`src/rtl/alu_seq_pkg.sv`:
```
// alu_seq_pkg: opcode, carry-in select and FSM state encodings for alu_seq_unit
package alu_seq_pkg;
  typedef enum logic [2:0] {OP_ADD, OP_SUB, OP_MUL, OP_SHL, OP_SHR, OP_AND, OP_OR, OP_XOR} op_t;
  typedef enum logic [1:0] {CIN_ZERO, CIN_ONE, CIN_CARRY, CIN_MSB} cin_sel_t;
  typedef enum logic [1:0] {IDLE, EXEC, DONE} state_t;
endpackage

```
`src/rtl/alu_seq_if.sv`:
```
// alu_seq_if: request/result bus between the decoder-side control and alu_seq_unit
interface alu_seq_if import alu_seq_pkg::*; #(parameter int WIDTH = 16, parameter int SHW = $clog2(WIDTH));
  logic start;
  op_t op;
  cin_sel_t cin_sel;
  logic [SHW-1:0] shamt;
  logic [WIDTH-1:0] rn, rm;
  logic busy, done;
  logic [WIDTH-1:0] result;
  logic cout, carry;
  modport master(output start, op, cin_sel, shamt, rn, rm, input busy, done, result, cout, carry);
  modport slave(input start, op, cin_sel, shamt, rn, rm, output busy, done, result, cout, carry);
endinterface

```
`src/rtl/alu_seq_mul.sv`:
```
// alu_seq_mul: iterative unsigned shift-add multiplier, one step per cycle; prod_next is the post-step product
module alu_seq_mul #(parameter int WIDTH = 16) (
  input  logic               clk,
  input  logic               rst_n,
  input  logic               load,
  input  logic               step,
  input  logic [WIDTH-1:0]   a,
  input  logic [WIDTH-1:0]   b,
  output logic [2*WIDTH-1:0] prod_next
);
  logic [WIDTH-1:0] a_q;
  logic [2*WIDTH-1:0] p_q;
  logic [WIDTH:0] sum;
  always_comb begin
    sum = {1'b0, p_q[2*WIDTH-1:WIDTH]} + (p_q[0] ? {1'b0, a_q} : '0);
    prod_next = {sum, p_q[WIDTH-1:1]};
  end
  always_ff @(posedge clk) begin
    if (!rst_n) begin
      a_q <= '0;
      p_q <= '0;
    end else if (load) begin
      a_q <= a;
      p_q <= {{WIDTH{1'b0}}, b};
    end else if (step) begin
      p_q <= prod_next;
    end
  end
endmodule

```
`src/rtl/alu_seq_unit.sv`:
```
// alu_seq_unit: multi-cycle ALU with carry flag; define ALU_SEQ_FAST_SHIFT_EN for single-cycle barrel shifts
module alu_seq_unit import alu_seq_pkg::*; #(parameter int WIDTH = 16, parameter int SHW = $clog2(WIDTH)) (
  input logic     clk,
  input logic     rst_n,
  alu_seq_if.slave bus
);
  state_t state, state_nxt;
  op_t op_q;
  cin_sel_t cin_q;
  logic [SHW-1:0] shamt_q;
  logic [WIDTH-1:0] rn_q, rm_q, result_q, res_nxt, sh_res;
  logic [SHW:0] cnt, last_cnt;
  logic cout_q, carry_q, cout_nxt, sh_c, fill, sub_cin, accept, exec_last;
  logic [WIDTH:0] add_w, sub_w;
  logic [2*WIDTH-1:0] prod_next;
  assign accept = state == IDLE && bus.start;
  assign exec_last = state == EXEC && cnt == last_cnt;
  assign fill = cin_q == CIN_ZERO ? 1'b0 : cin_q == CIN_ONE ? 1'b1 : cin_q == CIN_CARRY ? carry_q : rm_q[WIDTH-1];
  assign sub_cin = cin_q == CIN_ZERO ? 1'b1 : cin_q == CIN_ONE ? 1'b0 : cin_q == CIN_CARRY ? carry_q : ~rm_q[WIDTH-1];
  assign add_w = {1'b0, rn_q} + {1'b0, rm_q} + (WIDTH+1)'(fill);
  assign sub_w = {1'b0, rn_q} + {1'b0, ~rm_q} + (WIDTH+1)'(sub_cin);
`ifdef ALU_SEQ_FAST_SHIFT_EN
  logic [WIDTH:0] shl_w, shr_w;
  assign shl_w = (WIDTH+1)'(({1'b0, rm_q, {WIDTH{fill}}} << shamt_q) >> WIDTH);
  assign shr_w = (WIDTH+1)'({{WIDTH{fill}}, rm_q, 1'b0} >> shamt_q);
  assign sh_res = op_q == OP_SHL ? shl_w[WIDTH-1:0] : shr_w[WIDTH:1];
  assign sh_c = op_q == OP_SHL ? shl_w[WIDTH] : shr_w[0];
  assign last_cnt = op_q == OP_MUL ? (SHW+1)'(WIDTH-1) : '0;
`else
  logic [WIDTH-1:0] sh_q;
  assign sh_res = op_q == OP_SHL ? {sh_q[WIDTH-2:0], fill} : {fill, sh_q[WIDTH-1:1]};
  assign sh_c = op_q == OP_SHL ? sh_q[WIDTH-1] : sh_q[0];
  assign last_cnt = op_q == OP_MUL ? (SHW+1)'(WIDTH-1) :
                    (op_q == OP_SHL || op_q == OP_SHR) && shamt_q != '0 ? {1'b0, shamt_q} - 1'b1 : '0;
`endif
  alu_seq_mul #(.WIDTH(WIDTH)) u_mul (
    .clk(clk),
    .rst_n(rst_n),
    .load(accept),
    .step(state == EXEC && op_q == OP_MUL),
    .a(bus.rn),
    .b(bus.rm),
    .prod_next(prod_next)
  );
  assign state_nxt = state == IDLE ? (bus.start ? EXEC : IDLE) : state == EXEC ? (exec_last ? DONE : EXEC) : IDLE;
  always_comb begin
    {cout_nxt, res_nxt} = add_w;
    case (op_q)
      OP_SUB: {cout_nxt, res_nxt} = sub_w;
      OP_MUL: {cout_nxt, res_nxt} = {|prod_next[2*WIDTH-1:WIDTH], prod_next[WIDTH-1:0]};
      OP_SHL, OP_SHR: {cout_nxt, res_nxt} = shamt_q == '0 ? {carry_q, rm_q} : {sh_c, sh_res};
      OP_AND: {cout_nxt, res_nxt} = {carry_q, rn_q & rm_q};
      OP_OR: {cout_nxt, res_nxt} = {carry_q, rn_q | rm_q};
      OP_XOR: {cout_nxt, res_nxt} = {carry_q, rn_q ^ rm_q};
      default: ;
    endcase
  end
  always_ff @(posedge clk) begin
    if (!rst_n) begin
      state <= IDLE;
      cnt <= '0;
      result_q <= '0;
      cout_q <= 1'b0;
      carry_q <= 1'b0;
    end else begin
      state <= state_nxt;
      cnt <= state == EXEC ? cnt + 1'b1 : '0;
      if (accept) begin
        op_q <= bus.op;
        cin_q <= bus.cin_sel;
        shamt_q <= bus.shamt;
        rn_q <= bus.rn;
        rm_q <= bus.rm;
      end
`ifndef ALU_SEQ_FAST_SHIFT_EN
      if (accept) sh_q <= bus.rm;
      else if (state == EXEC) sh_q <= sh_res;
`endif
      if (exec_last) begin
        result_q <= res_nxt;
        cout_q <= cout_nxt;
        carry_q <= cout_nxt;
      end
    end
  end
  assign bus.busy = state != IDLE;
  assign bus.done = state == DONE;
  assign bus.result = result_q;
  assign bus.cout = cout_q;
  assign bus.carry = carry_q;
endmodule

```
`src/flat_wrapper.sv`:
```
// flat-port wrapper written by rule: the top's interface ports become plain ports
module alu_seq_unit_flat import alu_seq_pkg::*;
#(parameter int WIDTH = 16, parameter int SHW = $clog2(WIDTH))
  (clk, rst_n, bus_start, bus_op, bus_cin_sel, bus_shamt, bus_rn, bus_rm, bus_busy, bus_done, bus_result, bus_cout, bus_carry);
  alu_seq_if #(.WIDTH(WIDTH), .SHW(SHW)) bus_i ();
  input logic clk;
  input logic rst_n;
  input wire logic [$bits(bus_i.start)-1:0] bus_start;
  input wire logic [$bits(bus_i.op)-1:0] bus_op;
  input wire logic [$bits(bus_i.cin_sel)-1:0] bus_cin_sel;
  input wire logic [$bits(bus_i.shamt)-1:0] bus_shamt;
  input wire logic [$bits(bus_i.rn)-1:0] bus_rn;
  input wire logic [$bits(bus_i.rm)-1:0] bus_rm;
  output wire logic [$bits(bus_i.busy)-1:0] bus_busy;
  output wire logic [$bits(bus_i.done)-1:0] bus_done;
  output wire logic [$bits(bus_i.result)-1:0] bus_result;
  output wire logic [$bits(bus_i.cout)-1:0] bus_cout;
  output wire logic [$bits(bus_i.carry)-1:0] bus_carry;
  assign bus_i.start = bus_start;
  assign bus_i.op = bus_op;
  assign bus_i.cin_sel = bus_cin_sel;
  assign bus_i.shamt = bus_shamt;
  assign bus_i.rn = bus_rn;
  assign bus_i.rm = bus_rm;
  assign bus_busy = bus_i.busy;
  assign bus_done = bus_i.done;
  assign bus_result = bus_i.result;
  assign bus_cout = bus_i.cout;
  assign bus_carry = bus_i.carry;
  alu_seq_unit #(.WIDTH(WIDTH), .SHW(SHW)) u_core (.clk(clk), .rst_n(rst_n), .bus(bus_i));
endmodule
```
`config.mk`:
```
export PLATFORM = sky130hd
export DESIGN_NAME = alu_seq_unit_flat
export DESIGN_NICKNAME = d
export VERILOG_FILES = /design/src/rtl/alu_seq_pkg.sv /design/src/rtl/alu_seq_if.sv /design/src/rtl/alu_seq_mul.sv /design/src/rtl/alu_seq_unit.sv /design/src/flat_wrapper.sv
export SDC_FILE = /design/constraint.sdc
export NUM_CORES = 1
export LEC_CHECK = 0
export ABC_CLOCK_PERIOD_IN_PS = 3700
export CAP_MARGIN = 20
export CORE_MARGIN = 4
export CORE_UTILIZATION = 60
export CTS_CLUSTER_SIZE = 16
export DETAILED_ROUTE_END_ITERATION = 7
export HOLD_SLACK_MARGIN = 0.02
export PLACE_DENSITY_LB_ADDON = 0.1
export SLEW_MARGIN = 20
export SYNTH_ARGS = -nofsm -noshare
export SYNTH_HDL_FRONTEND = slang
export SYNTH_SLANG_ARGS = --single-unit
```
`constraint.sdc`:
```
create_clock -name clk -period 3.7 [get_ports clk]
set_input_delay 0.74 -clock clk [delete_from_list [all_inputs] [get_ports clk]]
set_output_delay 0.74 -clock clk [all_outputs]
set_load 0.02 [all_outputs]
```
# --- Word-level counts from Yosys, hierarchy flattened ---
# Cells that the tools add are included.
word_totals:
  regBits: 129
  input_bits: 44
  out_inout_bits: 20
  word_cells: 82
classes:
  add_sub_neg: 7
  eq_ne: 13
  n_mux: 22
  bitwise_logic: 7
  n_reduce_logical: 20
op_table:
  columns: ["cell", "n"]
  rows:
  - ["$mux 16", 6]
  - ["$pmux 16 s6", 1]
  - ["$add 16x16->17", 3]
  - ["$add 17x1->17", 2]
  - ["$mux 17", 1]
  - ["$and 16x16->16", 1]
  - ["$not 16->16", 1]
  - ["$or 16x16->16", 1]
  - ["$reduce_or 16->1", 1]
  - ["$xor 16x16->16", 1]
  - ["$eq 3x3->1 const B", 4]
  - ["$mux 5", 2]
  - ["$mux 1", 8]
  - ["$eq 3x2->1 const B", 2]
  - ["$mux 2", 3]
  - ["$reduce_and 2->1", 3]
  - ["$reduce_bool 2->1", 3]
  - ["$add 5x1->5 const B", 1]
  - ["$eq 5x5->1", 1]
  - ["$sub 4x1->5 const B", 1]
  - ["$eq 2x1->1 const B", 2]
  - ["$eq 2x2->1 const B", 2]
  - ["$logic_and 1x1->1", 4]
  - ["$logic_not 2->1", 2]
  - ["10 further kinds", 13]

# --- Longest topological paths before layout ---
# Gate-level depths: netlist of the first run.
logic_depth:
  ltp_word: 10
  ltp_mapped: 13
  mapped_depth_nobuf: 12

# --- Hierarchy ---
# From an unflattened synthesis of the first run, not the netlist that was laid out.
unflattened:
  cells_unflattened: 1057
  hier_area_um2: 9153.8
by_module_without_submodules:
  columns: ["mod", "n_inst", "cells_each", "area_each_um2", "seq_area_each_um2"]
  rows:
  - ["alu_seq_unit", 1, 719, 6231.0, 2192.1]
  - ["alu_seq_mul", 1, 338, 2922.8, 960.9]

# --- Least setup slack after synthesis of the first run ---
# No wires, ideal clock.
synth_timing:
  kind: "reg-to-reg"
  startpoint: "reg u_core.rm_q[15]"
  endpoint: "reg u_core.result_q[10] (netlist: u_core.bus.result[10])"
  setup_ps: 74
  t_arrival_ps: 2892
  required_time_ps: 3626
  setup_slack_ps: 734
  stages_incl_launch_ff: 13
  path_buffers: 0
  synth_period_minus_slack_ps: 2966
  path_cell_list: "edfxtp_1 -> inv_1 -> a31oi_1 -> fa_1 -> fa_1 -> a211oi_1 -> o21bai_1 -> a31o_2 -> a21o_1 -> a211oi_1 -> o211ai_1 -> and2_1 -> a31oi_1"
synth_via:
  elab_chain_len: 6
  elab_cells_between_ends: 10
  classes_between: "add/sub: 2; mux: 7; bitwise: 1"
synth_rtl:
  columns: ["item", "line", "text"]
  rows:
  - ["start, declared", "alu_seq_unit.sv:11", "logic [WIDTH-1:0] rn_q, rm_q, result_q, res_nxt, sh_res;"]
  - ["start signal, assigned", "alu_seq_unit.sv:73", "rm_q <= bus.rm;"]
  - ["$not 1->1", "alu_seq_unit.sv:19", "assign sub_cin = cin_q == CIN_ZERO ? 1'b1 : cin_q == CIN_ONE ? 1'b0 : cin_q == CIN_CARRY ? carry_q : ~rm_q[WID ..."]
  - ["$mux 1 (3 in series)", "alu_seq_unit.sv:19", null]
  - ["$add 17x1->17", "alu_seq_unit.sv:21", "assign sub_w = {1'b0, rn_q} + {1'b0, ~rm_q} + (WIDTH+1)'(sub_cin);"]
  - ["$pmux 16 s6 *", "alu_seq_unit.sv:48", "case (op_q)"]
  - ["end signal, assigned", "alu_seq_unit.sv:80", "result_q <= res_nxt;"]
  - ["end, declared", "alu_seq_unit.sv:11", null]
# Mark *: on every way between the ends. The rest lies on a longest branch, timed or not.
# A chain may end at the register's enable or synchronous reset.

# --- Worst setup path after layout of the first run ---
layout_timing:
  startpoint: "reg u_core.rm_q[15]"
  endpoint: "reg u_core.result_q[14] (netlist: u_core.bus.result[14])"
# The elaborated chain is that of the path after synthesis.

==> results.sh, run 1 <==
export IMPL_fin_crit_sh_pct=93.19
export IMPL_cp_required_ns=4.04
export IMPL_hold_depth=2
export IMPL_holdCritPathClass="reg2reg"
export IMPL_antenna_found_initial=0
export IMPL_regToRegStartpoint="u_core.rm_q[15]$_DFFE_PP_"
export IMPL_cp_start_kind="flop"
export IMPL_drive_above_1_share_pct=7.783
export IMPL_synth_top_area_share_pct=19.14
export IMPL_nets=1206
export IMPL_arrival_ns=3.79
export IMPL_cts_buffers=17
export IMPL_row_count=44
export IMPL_nFillCells=1207
export IMPL_place_hpwl_um=18840
export IMPL_fin_crit_ns=3.448
export IMPL_ant_nets=0
export IMPL_cp_slowest_stage_delay_ns=0.46
export IMPL_power_frac_seq_pct=40.4
export IMPL_rsz0062_at_grt="no"
export IMPL_hold_path_end="u_core.u_mul.p_q[27]$_SDFFE_PP0P_"
export IMPL_clk_latency_ns=0.42
export IMPL_worst_slew_pin_slew_ns=0.7923
export IMPL_grt_pass1_wl_um=40010
export IMPL_switching_power_mw=1.235
export IMPL_slew_limit_headroom_pct=46.51
export IMPL_ys_types=82
export IMPL_synth_area_leaders="edfxtp_1, dfxtp_1, ha_1"
export IMPL_r2r_end="u_core.bus.result[14]$_SDFFE_PN0P_"
export IMPL_pwr_density_cell_nw_per_um2=401.4
export IMPL_core_area_um2=14590
export IMPL_drv_slew=0
export IMPL_routed_wl_um=25430
export IMPL_setup_viol_count_final=0
export IMPL_multi_input_area_um2=5306
export IMPL_fin_cells=1289
export IMPL_root_buffer="clkbuf_16"
export IMPL_die_height_um=130.1
export IMPL_cts_buffer_depth=2
export IMPL_cts_tree="yes"
export IMPL_drt_initial_drc_count=1034
export IMPL_drtPass1Iterations=6
export IMPL_start_util_pct=61.30
export IMPL_hold_violations=0
export IMPL_hp_start="u_core.u_mul.p_q[27]$_SDFFE_PP0P_"
export IMPL_cp_max_fo=4
export IMPL_swShare_pct=29.78
export IMPL_postCtsHoldBufs=0
export IMPL_clock_sinks=129
export IMPL_synthFlopType="dfxtp_1"
export IMPL_die_x_um=130.1
export IMPL_seqCellArea_um2=3153
export IMPL_yosysMostFrequentCell="nand2_1"
export IMPL_clock_fmax_mhz=290.0
export IMPL_yosysWarnings=0
export IMPL_io_pins=64
export IMPL_grt_max_degree=49
export IMPL_areaGrowthSynthToFinish_pct=15.56
export IMPL_clock_skew_ns=0.009496
export IMPL_internal_power_mw=2.913
export IMPL_finalSetupTns_ns=0
export IMPL_synth_seq_cells=129
export IMPL_p_comb_share_pct=19.6
export IMPL_cp_num_buf_inv=1
export IMPL_routedWlPerCell_um=19.73
export IMPL_clkPwrFrac_pct=40.0
export IMPL_yosys_area_top_type="edfxtp_1"
export IMPL_synth_edff_count=57
export IMPL_syn_inst=1043
export IMPL_route_detailed_drc=0
export IMPL_htree_levels=4
export IMPL_synth_common_cells="nand2_1, a21oi_1, nor2_1, dfxtp_1, ha_1"
export IMPL_clk_pin_slew_ns=0.06
export IMPL_ys_async_sr_fraction_pct=0
export IMPL_num_vias=8190
export IMPL_rrSetupSlack_ns=0.25
export IMPL_grt_pass1_vias=7419
export IMPL_critPathKind="reg2reg"
export IMPL_antenna_cells=0
export IMPL_syn_cell_area_um2=8944
export IMPL_p_leak_nw=4.139
export IMPL_irDropWorstVdd_v=0.0003316
export IMPL_cp_end_kind="flop"
export IMPL_placed_cell_area_um2=9731
export IMPL_worstRegToRegCells=12
export IMPL_slowest_stage="fa_1"
export IMPL_syn_mean_instance_area_um2=8.575
export IMPL_routabilityCongestion=0.9483
export IMPL_path_cells="inv_1, a31oi_1, fa_1, fa_1, a211oi_1, o21bai_1, a31o_2, a21oi_1, o31a_1, nand2_1, a32o_1, a31oi_1"
export IMPL_drv_cap=0
export IMPL_final_cell_area_um2=10330
export IMPL_dp_cells=1256
export IMPL_grt_ovfl_total=0
export IMPL_syn_nets=1157
export IMPL_cpLargestDelayFamily="compound AO/OA/AOI/OAI gates"
export IMPL_io_buffer_count=63
export IMPL_via_per_inst=6.354
export IMPL_seq_area_frac_synth_pct=35.25
export IMPL_grt_usage_pct=30.68
export IMPL_outcome="finished clean"
export IMPL_fp_dieArea_um2=16920
## stage by stage
stage          util, %  total power [mW]  worst slack [ns]  hold WS, ns
5_1_grt          70.84             4.311           0.05241       0.4744
6_report         70.84             4.148            0.2520       0.4597
4_1_cts          70.75             4.140            0.1617       0.4615
3_5_place_dp     66.70             2.488            0.1918       0.4543
2_1_floorplan        -             2.212            0.7338       0.4362
3_3_place_gp     66.70             2.478            0.2629       0.4460
## sequential cells by signal, summed over array words and instances, names as in the netlist
register / count
u_core.u_mul.p_q: 32
u_core.bus.result: 16
u_core.rm_q: 16
u_core.rn_q: 16
u_core.sh_q: 16
u_core.u_mul.a_q: 16
u_core.cnt: 5
u_core.shamt_q: 4
u_core.op_q: 3
u_core.cin_q: 2
u_core.state: 2
u_core.bus.cout: 1
## worst max-delay path by stage
stage	startpoint	to	slack (ns)	cells past startpoint
floorplan	u_core.rm_q[15]$_DFFE_PP_	u_core.bus.result[10]$_SDFFE_PN0P_	0.73	12
global placement	u_core.cin_q[1]$_DFFE_PP_	u_core.bus.cout$_SDFFE_PN0P_	0.26	13
detailed placement	u_core.cin_q[1]$_DFFE_PP_	u_core.bus.cout$_SDFFE_PN0P_	0.19	13
CTS	u_core.cin_q[1]$_DFFE_PP_	u_core.bus.cout$_SDFFE_PN0P_	0.16	13
global route	u_core.u_mul.p_q[0]$_SDFFE_PN0P_	u_core.bus.cout$_SDFFE_PN0P_	0.05	12
finish	u_core.rm_q[15]$_DFFE_PP_	u_core.bus.result[14]$_SDFFE_PN0P_	0.25	12
## area by class of cell
| type | instances | share of cell area [%] |
|---|---|---|
| clock inverter | 10 | 0.8111 |
| tap | 184 | 2.228 |
| clock buffer | 22 | 4.903 |
| multi-input combinational | 794 | 51.34 |
| inverter | 63 | 2.288 |
| sequential | 129 | 30.51 |
| timing repair buffer | 87 | 7.918 |
## worst register-to-register path, stage by stage (launching register included)
cell and delay, ns:
edfxtp_1 0.43, inv_1 0.14, a31oi_1 0.20, fa_1 0.46, fa_1 0.45, a211oi_1 0.33
o21bai_1 0.17, a31o_2 0.27, a21oi_1 0.24, o31a_1 0.20, nand2_1 0.07, a32o_1 0.26
a31oi_1 0.15
## layout by cell type, fill, tap and decap left out, types with 7 or more instances in the layout
cell type and instances:
nand2b_1 15, nand3_1 12, inv_1 62, and2_1 22, ha_1 65, a22oi_1 19
xor2_1 7, nor2_1 82, a21boi_0 35, dfxtp_1 72, nor2b_1 8, nor3_1 14
a211oi_1 16, mux2i_1 25, edfxtp_1 57, a21o_1 15, xnor2_1 13, a221oi_1 12
clkbuf_16 19, o22ai_1 9, nand2_1 131, buf_4 23, o21ai_0 62, o31ai_1 7
a21oi_1 96, clkdlybuf4s50_1 62, a31oi_1 16, o21a_1 7
## cell families after synthesis
logic type	count (synthesis)	synth area share, %
compound gates	350	25.83
simple gates	321	16.80
flops	129	35.25
buf+inv	120	5.512
fa+ha+maj	70	10.21
mux	33	4.435
xor+xnor	20	1.959
## power groups by stage
stage	clock network, mW	registers [mW]	logic (mW)
after floorplan	0	1.68	0.527
after global placement	0	1.70	0.777
after detailed placement	0	1.70	0.786
after CTS	1.67	1.67	0.794
after global routing	1.74	1.68	0.891
final	1.66	1.68	0.812
## routing by layer
layer	GRT usage, %	share of wire [%]
met3	5.608	9.2
met2	45.78	43
met1	44.27	44
met5	0	0
met4	11.98	3.0
## what timing repair did
| action | CTS | global route |
|---|---|---|
| endpoints found under the setup margin | 0 | 3 |
| setup buffers | 0 | 0 |
| gates resized for setup | 0 | 3 |
Power figures use the tool's default switching activity.
==> run 2: changes to the inputs <==
- ABC_CLOCK_PERIOD_IN_PS: 3700 -> 3200
- clock period: 3.7 -> 3.2 ns (I/O delays scaled with it)
==> run 2 against run 1 <==
Against the previous run:
- largest cell class unchanged
- sequential share of layout area decreased by 0.88 points
- critical endpoint unchanged
- final area increased by 3.0%
- clock power increased by 16%
==> results.sh, run 2 (synthesized netlist as in run 1, its figures left out) <==
export IMPL_cpLargestDelayFamily="compound AO/OA/AOI/OAI gates"
export IMPL_cp_required_ns=3.56
export IMPL_routabilityCongestion=0.9902
export IMPL_final_common_cell="nand2_1"
export IMPL_dp_slack_ns=-0.1806
export IMPL_setup_viol_count_final=0
export IMPL_cts_tree="yes"
export IMPL_arrival_ns=3.45
export IMPL_start_util_pct=61.30
export IMPL_io_buffer_count=63
export IMPL_cp_common_cell="fa_2"
export IMPL_grt_pass1_wl_um=39410
export IMPL_fin_cells=1312
export IMPL_via_per_inst=6.338
export IMPL_largest_reg_flops=32
export IMPL_drv_cap=0
export IMPL_total_power_mw=4.853
export IMPL_cp_start_kind="flop"
export IMPL_cp_end_kind="flop"
export IMPL_drt_initial_drc_count=836
export IMPL_grt_pass1_vias=7324
export IMPL_slowest_stage="edfxtp_1"
export IMPL_place_hpwl_um=19170
export IMPL_drtPass1Iterations=7
export IMPL_grt_usage_pct=30.16
export IMPL_holdCritPathClass="reg2reg"
export IMPL_routed_wl_um=25690
export IMPL_antenna_cells=0
export IMPL_fin_crit_sh_pct=96.58
export IMPL_antenna_found_initial=0
export IMPL_cts_buffers=17
export IMPL_root_buffer="clkbuf_16"
export IMPL_io_pins=64
export IMPL_dp_cells=1275
export IMPL_placed_cell_area_um2=9886
export IMPL_worst_slew_pin_slew_ns=0.6895
export IMPL_die_x_um=130.1
export IMPL_postCtsHoldBufs=0
export IMPL_rsz0062_at_grt="yes"
export IMPL_areaGrowthSynthToFinish_pct=18.98
export IMPL_irDropWorstVdd_v=0.0003838
export IMPL_route_detailed_drc=0
export IMPL_critPathKind="reg2reg"
export IMPL_nets=1229
export IMPL_drv_slew=0
export IMPL_clock_skew_ns=0.009610
export IMPL_outcome="finished clean"
export IMPL_fp_dieArea_um2=16920
export IMPL_drive_above_1_share_pct=11.52
export IMPL_grt_max_degree=49
export IMPL_layout_common_cells="nand2_1, a21oi_1, nor2_1, dfxtp_1, ha_1"
export IMPL_top_register="u_core.u_mul.p_q"
export IMPL_fin_crit_ns=3.091
export IMPL_post_route_util_pct=72.94
export IMPL_cts_buffer_depth=2
export IMPL_clk_latency_ns=0.44
export IMPL_clock_sinks=129
export IMPL_num_vias=8316
export IMPL_core_area_um2=14590
export IMPL_row_count=44
export IMPL_slew_limit_headroom_pct=53.90
export IMPL_fin_hold_ws_ns=0.4584
export IMPL_die_height_um=130.1
export IMPL_routedWlPerCell_um=19.58
export IMPL_ant_nets=0
export IMPL_clock_fmax_mhz=323.6
export IMPL_cp_max_fo=4
export IMPL_grt_ovfl_total=0
export IMPL_final_cell_area_um2=10640
export IMPL_clk_pin_slew_ns=0.06
export IMPL_finalSetupTns_ns=0
export IMPL_path_cells="a21oi_2, a31oi_2, fa_2, fa_2, a211oi_4, o21bai_2, a31o_2, a21oi_4, o31a_1, nand2_1, a32o_1, a31oi_1"
export IMPL_htree_levels=4
export IMPL_p_leak_nw=4.279
export IMPL_cp_slowest_stage_delay_ns=0.46
export IMPL_hold_violations=0
export IMPL_cp_num_buf_inv=0
export IMPL_worst_slack_ns=0.1095
export IMPL_pwr_density_cell_nw_per_um2=456.0
[run 2: cell count changes in the layout (fill, tap and decap cells not counted), sizes merged]
cell / change
buf: +23
clkbuf: -5
clkinvlp: +1
inv: +4
[run 2: path summary, 6_finish.rpt]
check	start	to	slack, ns	cells after the start
worst max-delay path	u_core.cin_q[1]$_DFFE_PP_	u_core.bus.result[14]$_SDFFE_PN0P_	0.11	12
worst min-delay path	u_core.u_mul.a_q[15]$_SDFFE_PN0P_	u_core.u_mul.a_q[15]$_SDFFE_PN0P_	0.46	2
worst max register to register	u_core.cin_q[1]$_DFFE_PP_	u_core.bus.result[14]$_SDFFE_PN0P_	0.11	12
worst min register to register	u_core.u_mul.a_q[15]$_SDFFE_PN0P_	u_core.u_mul.a_q[15]$_SDFFE_PN0P_	0.46	2
[run 2: area by class of cell]
type	instances	area, um2
clock inverters	15	162.7
fillers	1140	3948
multi-input cells	794	5430
clock buffers	17	425.4
well taps	184	230.2
inverters	63	236.5
repair buffers	110	1003
flip-flops and latches	129	3153
[run 2: layer usage]
metal	track usage (%)	vias up	wire (um)
li1	-	3921	-
met1	43.86	3883	11170
met2	45.59	454	11300
met3	6.058	56	2527
met4	8.985	2	643
met5	0	-	48
[run 2: report_power, final]
part,internal (mW),switching (mW)
Sequential,1.84,0.0875
Combinational,0.420,0.586
Clock,1.05,0.871
[run 2: repair_timing]
action | CTS | global route
pin swaps | 1 | 15
buffers inserted | 0 | 4
resized for setup | 6 | 28
setup endpoints to repair | 4 | 5
[run 2: worst reg2reg max path: cells and delay by family, from the launching register on]
| family | cells | cell delay (ns) |
|---|---|---|
| flip-flops | 1 | 0.46 |
| adder cells (fa/ha/maj) | 2 | 0.88 |
| AO/OA/AOI/OAI | 9 | 1.62 |
| AND/OR/NAND/NOR | 1 | 0.07 |
